<file path="src/rtl/conv_window_scheduler.sv">
// conv_window_scheduler
//   Walks every output pixel of every output channel and emits one convolution
//   tap per cycle (image address plus MAC framing flags) under valid/ready.
//   Loop order, innermost first: kc, kr, ic, ocol, orow, oc.
//
// Ports
//   clk, reset      clock, synchronous active-high reset
//   start           pulse; begins a full pass when idle
//   busy            high from accepted start until the final handshake
//   done            one-cycle pulse after the final handshake
//   out_valid       tap fields valid
//   out_ready       MAC accepts the current tap
//   tap_addr        ic*IMG_H*IMG_W + r*IMG_W + c, or 0 for a padding tap
//   tap_pad         tap lies in the zero padding
//   tap_oc          output channel of the tap
//   tap_first       first tap of an output pixel (clear accumulator)
//   tap_last        last tap of an output pixel (write result)
//   stall_cnt       cycles with out_valid && !out_ready, saturating; present
//                   only when CONV_SCHED_STALL_CNT_EN is defined
module conv_window_scheduler #(
    parameter int IN_CH  = 2,
    parameter int OUT_CH = 1,
    parameter int IMG_H  = 4,
    parameter int IMG_W  = 4,
    parameter int K_H    = 3,
    parameter int K_W    = 3,
    parameter int STRIDE = 1,
    parameter int PAD    = 0,
    parameter int ADDR_W = 16
) (
    input  logic                     clk,
    input  logic                     reset,
    input  logic                     start,
    output logic                     busy,
    output logic                     done,
    output logic                     out_valid,
    input  logic                     out_ready,
    output logic [ADDR_W-1:0]        tap_addr,
    output logic                     tap_pad,
    output logic [$clog2(OUT_CH):0]  tap_oc,
    output logic                     tap_first,
    output logic                     tap_last
`ifdef CONV_SCHED_STALL_CNT_EN
    ,
    output logic [31:0]              stall_cnt
`endif
);

    localparam int OUT_H = (IMG_H + 2*PAD - K_H) / STRIDE + 1;
    localparam int OUT_W = (IMG_W + 2*PAD - K_W) / STRIDE + 1;

    localparam int KCW = $clog2(K_W + 1);
    localparam int KRW = $clog2(K_H + 1);
    localparam int ICW = $clog2(IN_CH + 1);
    localparam int OXW = $clog2(OUT_W + 1);
    localparam int OYW = $clog2(OUT_H + 1);
    localparam int OCW = $clog2(OUT_CH) + 1;
    localparam int RW  = $clog2(IMG_H + PAD) + 2;
    localparam int CW  = $clog2(IMG_W + PAD) + 2;

    localparam logic [0:0] IDLE = 1'b0;
    localparam logic [0:0] RUN  = 1'b1;

    logic [0:0]     state;
    logic [KCW-1:0] kc,   n_kc;
    logic [KRW-1:0] kr,   n_kr;
    logic [ICW-1:0] ic,   n_ic;
    logic [OXW-1:0] ocol, n_ocol;
    logic [OYW-1:0] orow, n_orow;
    logic [OCW-1:0] oc,   n_oc;

    logic start_acc, adv, final_tap;
    logic c0, c1, c2, c3, c4;
    logic signed [RW-1:0] r;
    logic signed [CW-1:0] c;
    logic [ADDR_W-1:0] n_addr;
    logic n_pad, n_first, n_last;

    assign start_acc = (state == IDLE) && start;
    assign adv       = (state == RUN) && out_valid && out_ready;

    // Carry chain: each stage advances only when every inner loop wraps.
    always_comb begin
        c0 = (kc   == KCW'(K_W - 1));
        c1 = c0 && (kr   == KRW'(K_H - 1));
        c2 = c1 && (ic   == ICW'(IN_CH - 1));
        c3 = c2 && (ocol == OXW'(OUT_W - 1));
        c4 = c3 && (orow == OYW'(OUT_H - 1));
        final_tap = c4 && (oc == OCW'(OUT_CH - 1));

        n_kc   = kc;
        n_kr   = kr;
        n_ic   = ic;
        n_ocol = ocol;
        n_orow = orow;
        n_oc   = oc;
        if (start_acc) begin
            n_kc   = '0;
            n_kr   = '0;
            n_ic   = '0;
            n_ocol = '0;
            n_orow = '0;
            n_oc   = '0;
        end else if (adv) begin
            n_kc = c0 ? '0 : kc + 1'b1;
            if (c0) n_kr   = (kr   == KRW'(K_H - 1))   ? '0 : kr + 1'b1;
            if (c1) n_ic   = (ic   == ICW'(IN_CH - 1)) ? '0 : ic + 1'b1;
            if (c2) n_ocol = (ocol == OXW'(OUT_W - 1)) ? '0 : ocol + 1'b1;
            if (c3) n_orow = (orow == OYW'(OUT_H - 1)) ? '0 : orow + 1'b1;
            if (c4) n_oc   = (oc   == OCW'(OUT_CH - 1)) ? '0 : oc + 1'b1;
        end
    end

    // Tap fields are derived from the next counter values so the outputs can be
    // registered without adding a cycle of latency.
    always_comb begin
        r       = RW'(int'(n_orow) * STRIDE + int'(n_kr) - PAD);
        c       = CW'(int'(n_ocol) * STRIDE + int'(n_kc) - PAD);
        n_pad   = (int'(r) < 0) || (int'(r) >= IMG_H) || (int'(c) < 0) || (int'(c) >= IMG_W);
        n_addr  = n_pad ? '0
                        : ADDR_W'(int'(n_ic) * (IMG_H * IMG_W) + int'(r) * IMG_W + int'(c));
        n_first = (n_ic == '0) && (n_kr == '0) && (n_kc == '0);
        n_last  = (n_ic == ICW'(IN_CH - 1)) && (n_kr == KRW'(K_H - 1)) && (n_kc == KCW'(K_W - 1));
    end

    always_ff @(posedge clk) begin
        if (reset) begin
            state     <= IDLE;
            kc        <= '0;
            kr        <= '0;
            ic        <= '0;
            ocol      <= '0;
            orow      <= '0;
            oc        <= '0;
            busy      <= 1'b0;
            done      <= 1'b0;
            out_valid <= 1'b0;
            tap_addr  <= '0;
            tap_pad   <= 1'b0;
            tap_oc    <= '0;
            tap_first <= 1'b0;
            tap_last  <= 1'b0;
        end else begin
            done <= 1'b0;
            kc   <= n_kc;
            kr   <= n_kr;
            ic   <= n_ic;
            ocol <= n_ocol;
            orow <= n_orow;
            oc   <= n_oc;
            if (start_acc || (adv && !final_tap)) begin
                tap_addr  <= n_addr;
                tap_pad   <= n_pad;
                tap_oc    <= n_oc;
                tap_first <= n_first;
                tap_last  <= n_last;
            end
            if (start_acc) begin
                state     <= RUN;
                busy      <= 1'b1;
                out_valid <= 1'b1;
            end else if (adv && final_tap) begin
                state     <= IDLE;
                busy      <= 1'b0;
                out_valid <= 1'b0;
                done      <= 1'b1;
            end
        end
    end

`ifdef CONV_SCHED_STALL_CNT_EN
    always_ff @(posedge clk) begin
        if (reset || start_acc) begin
            stall_cnt <= '0;
        end else if (out_valid && !out_ready && (stall_cnt != '1)) begin
            stall_cnt <= stall_cnt + 32'd1;
        end
    end
`endif

endmodule
</file>
<file path="config.mk">
export PLATFORM = sky130hd
export DESIGN_NAME = conv_window_scheduler
export DESIGN_NICKNAME = d
export VERILOG_FILES = /design/src/rtl/conv_window_scheduler.sv
export SDC_FILE = /design/constraint.sdc
export NUM_CORES = 1
export LEC_CHECK = 0
export CAP_MARGIN = 20
export CORE_UTILIZATION = 50
export CTS_BUF_LIST = sky130_fd_sc_hd__clkbuf_4 sky130_fd_sc_hd__clkbuf_8
export CTS_CLUSTER_DIAMETER = 120
export DETAILED_ROUTE_END_ITERATION = 8
export PLACE_DENSITY = 0.77
export REMOVE_ABC_BUFFERS = 1
export SETUP_SLACK_MARGIN = 0.02
export SLEW_MARGIN = 20
export SYNTH_ARGS = -nofsm -noshare
export SYNTH_HDL_FRONTEND = slang
export SYNTH_SLANG_ARGS = --single-unit
</file>
<file path="constraint.sdc">
create_clock -name clk -period 9.35 [get_ports clk]
set_clock_uncertainty 0.1 [all_clocks]
set_input_delay 0.935 -clock clk [delete_from_list [all_inputs] [get_ports clk]]
set_output_delay 0.935 -clock clk [all_outputs]
set_load 0.01 [all_outputs]
</file>
### Word-level counts from Yosys, hierarchy flattened

Index checks and enable logic that the tools add are counted.

* bits in writable memories: 0
* latch bits: 0
* register bits: 33
* bits in read-only memories: 0
* word-level logic and storage cells: 87
* output and inout port bits: 23
* memories: 0
* bits of input ports: 4

* mux-type cells: 27
* eq/ne operators: 8
* shifts and indexed selects: 0
* reductions and logical operators: 23
* divide/modulo/power cells: 0
* bitwise logic cells: 2
* $lt $le $gt $ge: 4
* $mul: 0
* $add $sub $neg: 10

Operators by type and width (number)
* $mux 2: 19
* $logic_and 1x1->1: 13
* $add 2x1->2 const B: 5
* $add 7x3->8: 1
* $eq 2x1->1 const B: 4
* $eq 2x2->1 const B: 4
* $mux 8: 1
* $add 6x5->7: 1
* $mux 1: 7
* $add 2x2->3: 2
* $ge 3x3->1 const B: 2
* $logic_not 2->1: 3
* $lt 3x1->1 const B: 2
* $logic_or 1x1->1: 4
* $not 1->1: 2
* $reduce_bool 2->1: 1
* $reduce_or 2->1: 1
* $add 1x1->1 const B: 1
* $logic_not 1->1: 1

### Depth between registers and ports, before layout

* word-level depth: 13
* gate-level depth with buffers: 14
* depth with buffers taken out: 13

### Worst setup path before layout

Ideal clock, no wire load.

* kind: input -> register
* start: input out_ready
* end: register tap_addr[5]
* stages on the path: 13
* arrival: 3.381 ns
* buffers on the path: 1
* required time: 9.180 ns
* path slack: 5.799 ns
* path through: clkbuf_2 > and4b_1 > nand4_1 > nor2_1 > xnor2_1 > nor2_1 > ha_1 > fa_1 > ha_1 > a31oi_1 > xnor2_1 > or3_1 > a21oi_1

* cells in the longest elaborated chain, start to end: 9
* elaborated cells on any way between the ends: 25
* classes of those cells: 4 x add/sub; 4 x order compare; 11 x mux; 6 x reduce/logical

Ends and longest elaborated chain
* from (decl): line 37 `input logic out_ready,`
* $logic_and 1x1->1 *: line 80 `assign adv = (state == RUN) && out_valid && out_ready;`
* $mux 2 *: line 104 `end else if (adv) begin`
* $mux 2 *: line 97 `if (start_acc) begin`
* named net n_orow[0]: line 69 `logic [OYW-1:0] orow, n_orow;`
* $add 2x2->3 *: line 117 `r = RW'(int'(n_orow) * STRIDE + int'(n_kr) - PAD);`
* parallel branches: the longest is 4 deep, another holds $add 7x3->8
* $mux 8 *: line 120 `n_addr = n_pad ? '0`
* to (signal assigned): line 152 `tap_addr <= n_addr;`
* to (decl): line 38 `output logic [ADDR_W-1:0] tap_addr,`

Mark *: on every way through the listed nets, which the timed path passes.
A chain may end at the register's enable or synchronous reset.

### Worst setup path after layout

Same ends and word-level chain as after synthesis.

==> metrics.txt <==
outcome=finished, final reports clean; register area=480 sq um; FP Rows=18; port bufs=17; Worst Path Required=9.50 ns; Die X=54.2 um; Filler cells=232; final setup fails=0; post-cts resize count=0; postcts setup bufs=0; worst vdd ir=0.102 mV; multi-input logic area=773 sq um; clock network latency to the later pin of the worst-skew pair=0.31 ns; final antenna-violating net count=0; HP Class=flop to flop; XOR/XNOR Fraction of Synth Area=3.21%; Total Power=204 uW; Psw=47.8 uW; internal power=156 uW; TritonCTS sink count=24; post-synthesis mux area share=0.734%; Final nets=177; GR Util All Layers=21.3%; largest family of logic cells by synthesized area=simple AND/OR/NAND/NOR gates; Async S/R FF share, synth=0%; Crit Path Class=primary input to flop; Initial Util=54.1%; Root Buffer=clkbuf_4; post-synthesis compound-gate area fraction=14.1%; total gr overflow=0; max-slew violations=0; TritonCTS Buffers=3; Yosys top cell area share=35.2%; TritonCTS clock tree=yes; post-synthesis simple-gate area fraction=28.6%; Clk network pwr share=36.9%; area grow syn2layout=12.1%; vias in the first global route=1,015; Power per Cell Area=133 nW/um^2; Leak Pwr=0.000612 uW; ys flop type=dfxtp_1; crit path capture type=flop; Seq cells post-synth=24; Mapped Area=1360 sq um; H-Tree Depth=1; Synth area leaders=dfxtp_1 (35%), buf_4 (6.1%), nor2_1 (5.5%); DR WL/cell=13.8 um; Via density=5.58; Final Hold Viols=0; f_max=246 MHz; 1st-iter DRT viols=31; Post-Synth Adder-Cell Area=7.52%; switching share of power=23.4%; RSZ-0062 raised after global routing=no; Clock Path Buffers=2; final setup TNS=0 ns; Core Region=2520 sq um; initial antenna violation count=0; Routability Congestion=0.839; synth warn=0; diode count=0; post-synthesis cell count=154; most frequent cells after synthesis=dfxtp_1 (24), nor2_1 (20), a21oi_1 (11), buf_4 (11), nand2_1 (11); I/O pin count=27; Final HPWL DP=2.02 mm; Clock transition at path regs=0.14 ns; sequential area share after synthesis=35.2%; Crit Path Max Fanout=8; global-route wire length before repair=4.46 mm; post-synth top area cell=dfxtp_1; DR pass1 iterations=4; Die Span Y=54.2 um; Avg Inst Size Synth=8.86 sq um; CP arrival=4.22 ns; measured slew at the worst slew-check pin=0.808 ns; most frequent cell after synthesis=dfxtp_1; post-synthesis cell type count=44; crit start category=primary input; max-cap viol count=0; combinational share of power=10.7%; Rel. slew slack=45.9%; Post-synth EDFFs=0; largest net degree at the start of global routing=18; Remaining DRCs=0; cts hold-fix bufs=0; minimum clock period=4.07 ns; Seq pwr share=52.4%; DIE AREA=2940 sq um; total wire length=2.70 mm; DR vias=1,089; Final Cycle Share=43.6%; layout cells sized above 1=6.67%
==> final cells by class <==
| type | instances | area share, % |
|---|---|---|
| Clock buffer | 3 | 1.47 |
| Clock inverter | 1 | 1.96 |
| Inverter | 4 | 0.982 |
| Multi-Input combinational cell | 116 | 50.6 |
| Sequential cell | 24 | 31.4 |
| Tap cell | 30 | 2.45 |
| Timing Repair Buffer | 17 | 11.1 |
==> layer usage <==
| layer | share of wire [%] | vias up | GRT usage [%] |
|---|---|---|---|
| li1 | - | 546 | - |
| met1 | 45 | 512 | 28.2 |
| met2 | 51 | 27 | 33.9 |
| met3 | 3.7 | 4 | 3.33 |
| met4 | 0.89 | 0 | 9.40 |
| met5 | 0 | - | 0 |
==> metrics by stage <==
| stage | worst slack [ns] | cells | utilization (%) | instance area (sq um) | hold WS (ns) |
|---|---|---|---|---|---|
| floorplan | 5.97 | 144 | - | 1270 | 0.350 |
| global placement | 5.09 | 191 | 58.5 | 1480 | 0.340 |
| detailed placement | 4.97 | 191 | 58.5 | 1480 | 0.344 |
| CTS | 5.29 | 195 | 60.6 | 1530 | 0.363 |
| global route | 5.12 | 195 | 60.6 | 1530 | 0.384 |
| finish | 5.28 | 195 | 60.6 | 1530 | 0.360 |
==> flip-flops by register name, summed over array words and instances, names as in the netlist, 2 cells and up <==
register  flops
orow          2
kr            2
tap_addr      7
kc            2
ic            2
ocol          2
==> worst max-delay path, stage by stage <==
cell and delay [ns]:
clkdlybuf4s50_1 0.64, and4b_1 0.32, nand4_1 0.18, nor2_1 0.16
xnor2_1 0.15, nor2_1 0.07, ha_1 0.24, fa_1 0.41
ha_1 0.34, a31oi_1 0.23, xnor2_1 0.09, or3_1 0.31
a21oi_1 0.13
==> worst paths after layout <==
check | startpoint | to | slack [ns] | cells past startpoint
setup / recovery | out_ready | tap_addr[5]$_SDFFE_PP0P_ | 5.28 | 13
hold / removal | tap_addr[5]$_SDFFE_PP0P_ | tap_addr[5]$_SDFFE_PP0P_ | 0.36 | 2
setup reg to reg | state$_SDFFE_PP0P_ | tap_addr[5]$_SDFFE_PP0P_ | 5.92 | 12
hold reg to reg | tap_addr[5]$_SDFFE_PP0P_ | tap_addr[5]$_SDFFE_PP0P_ | 0.36 | 2
==> cells by family after synthesis <==
logic type / after synthesis
fa+ha+maj: 7
simple gates: 68
other cells: 1
buf+inv: 22
compound gates: 26
flops: 24
mux: 1
xor+xnor: 5
==> power by group through the flow <==
stage	combinational [uW]	sequential, uW	clock, uW
floorplan	11.9	109	0
global placement	21.1	109	0
detailed placement	21.5	109	0
CTS	21.6	107	76.0
global route	24.2	107	79.7
finish	21.8	107	75.3
==> cells in the final DEF, fill, tap and decap left out, types with 3 or more instances in the layout <==
cell type	n
a21oi_1	11
inv_1	4
ha_1	5
clkdlybuf4s50_1	17
xnor2_1	3
nand2b_1	5
o211ai_1	4
conb_1	9
nor3_1	6
nor2b_1	3
a31oi_1	3
dfxtp_1	24
nor2_1	20
or3_1	4
clkbuf_4	3
nand2_1	11
Power figures use the tool's default switching activity.
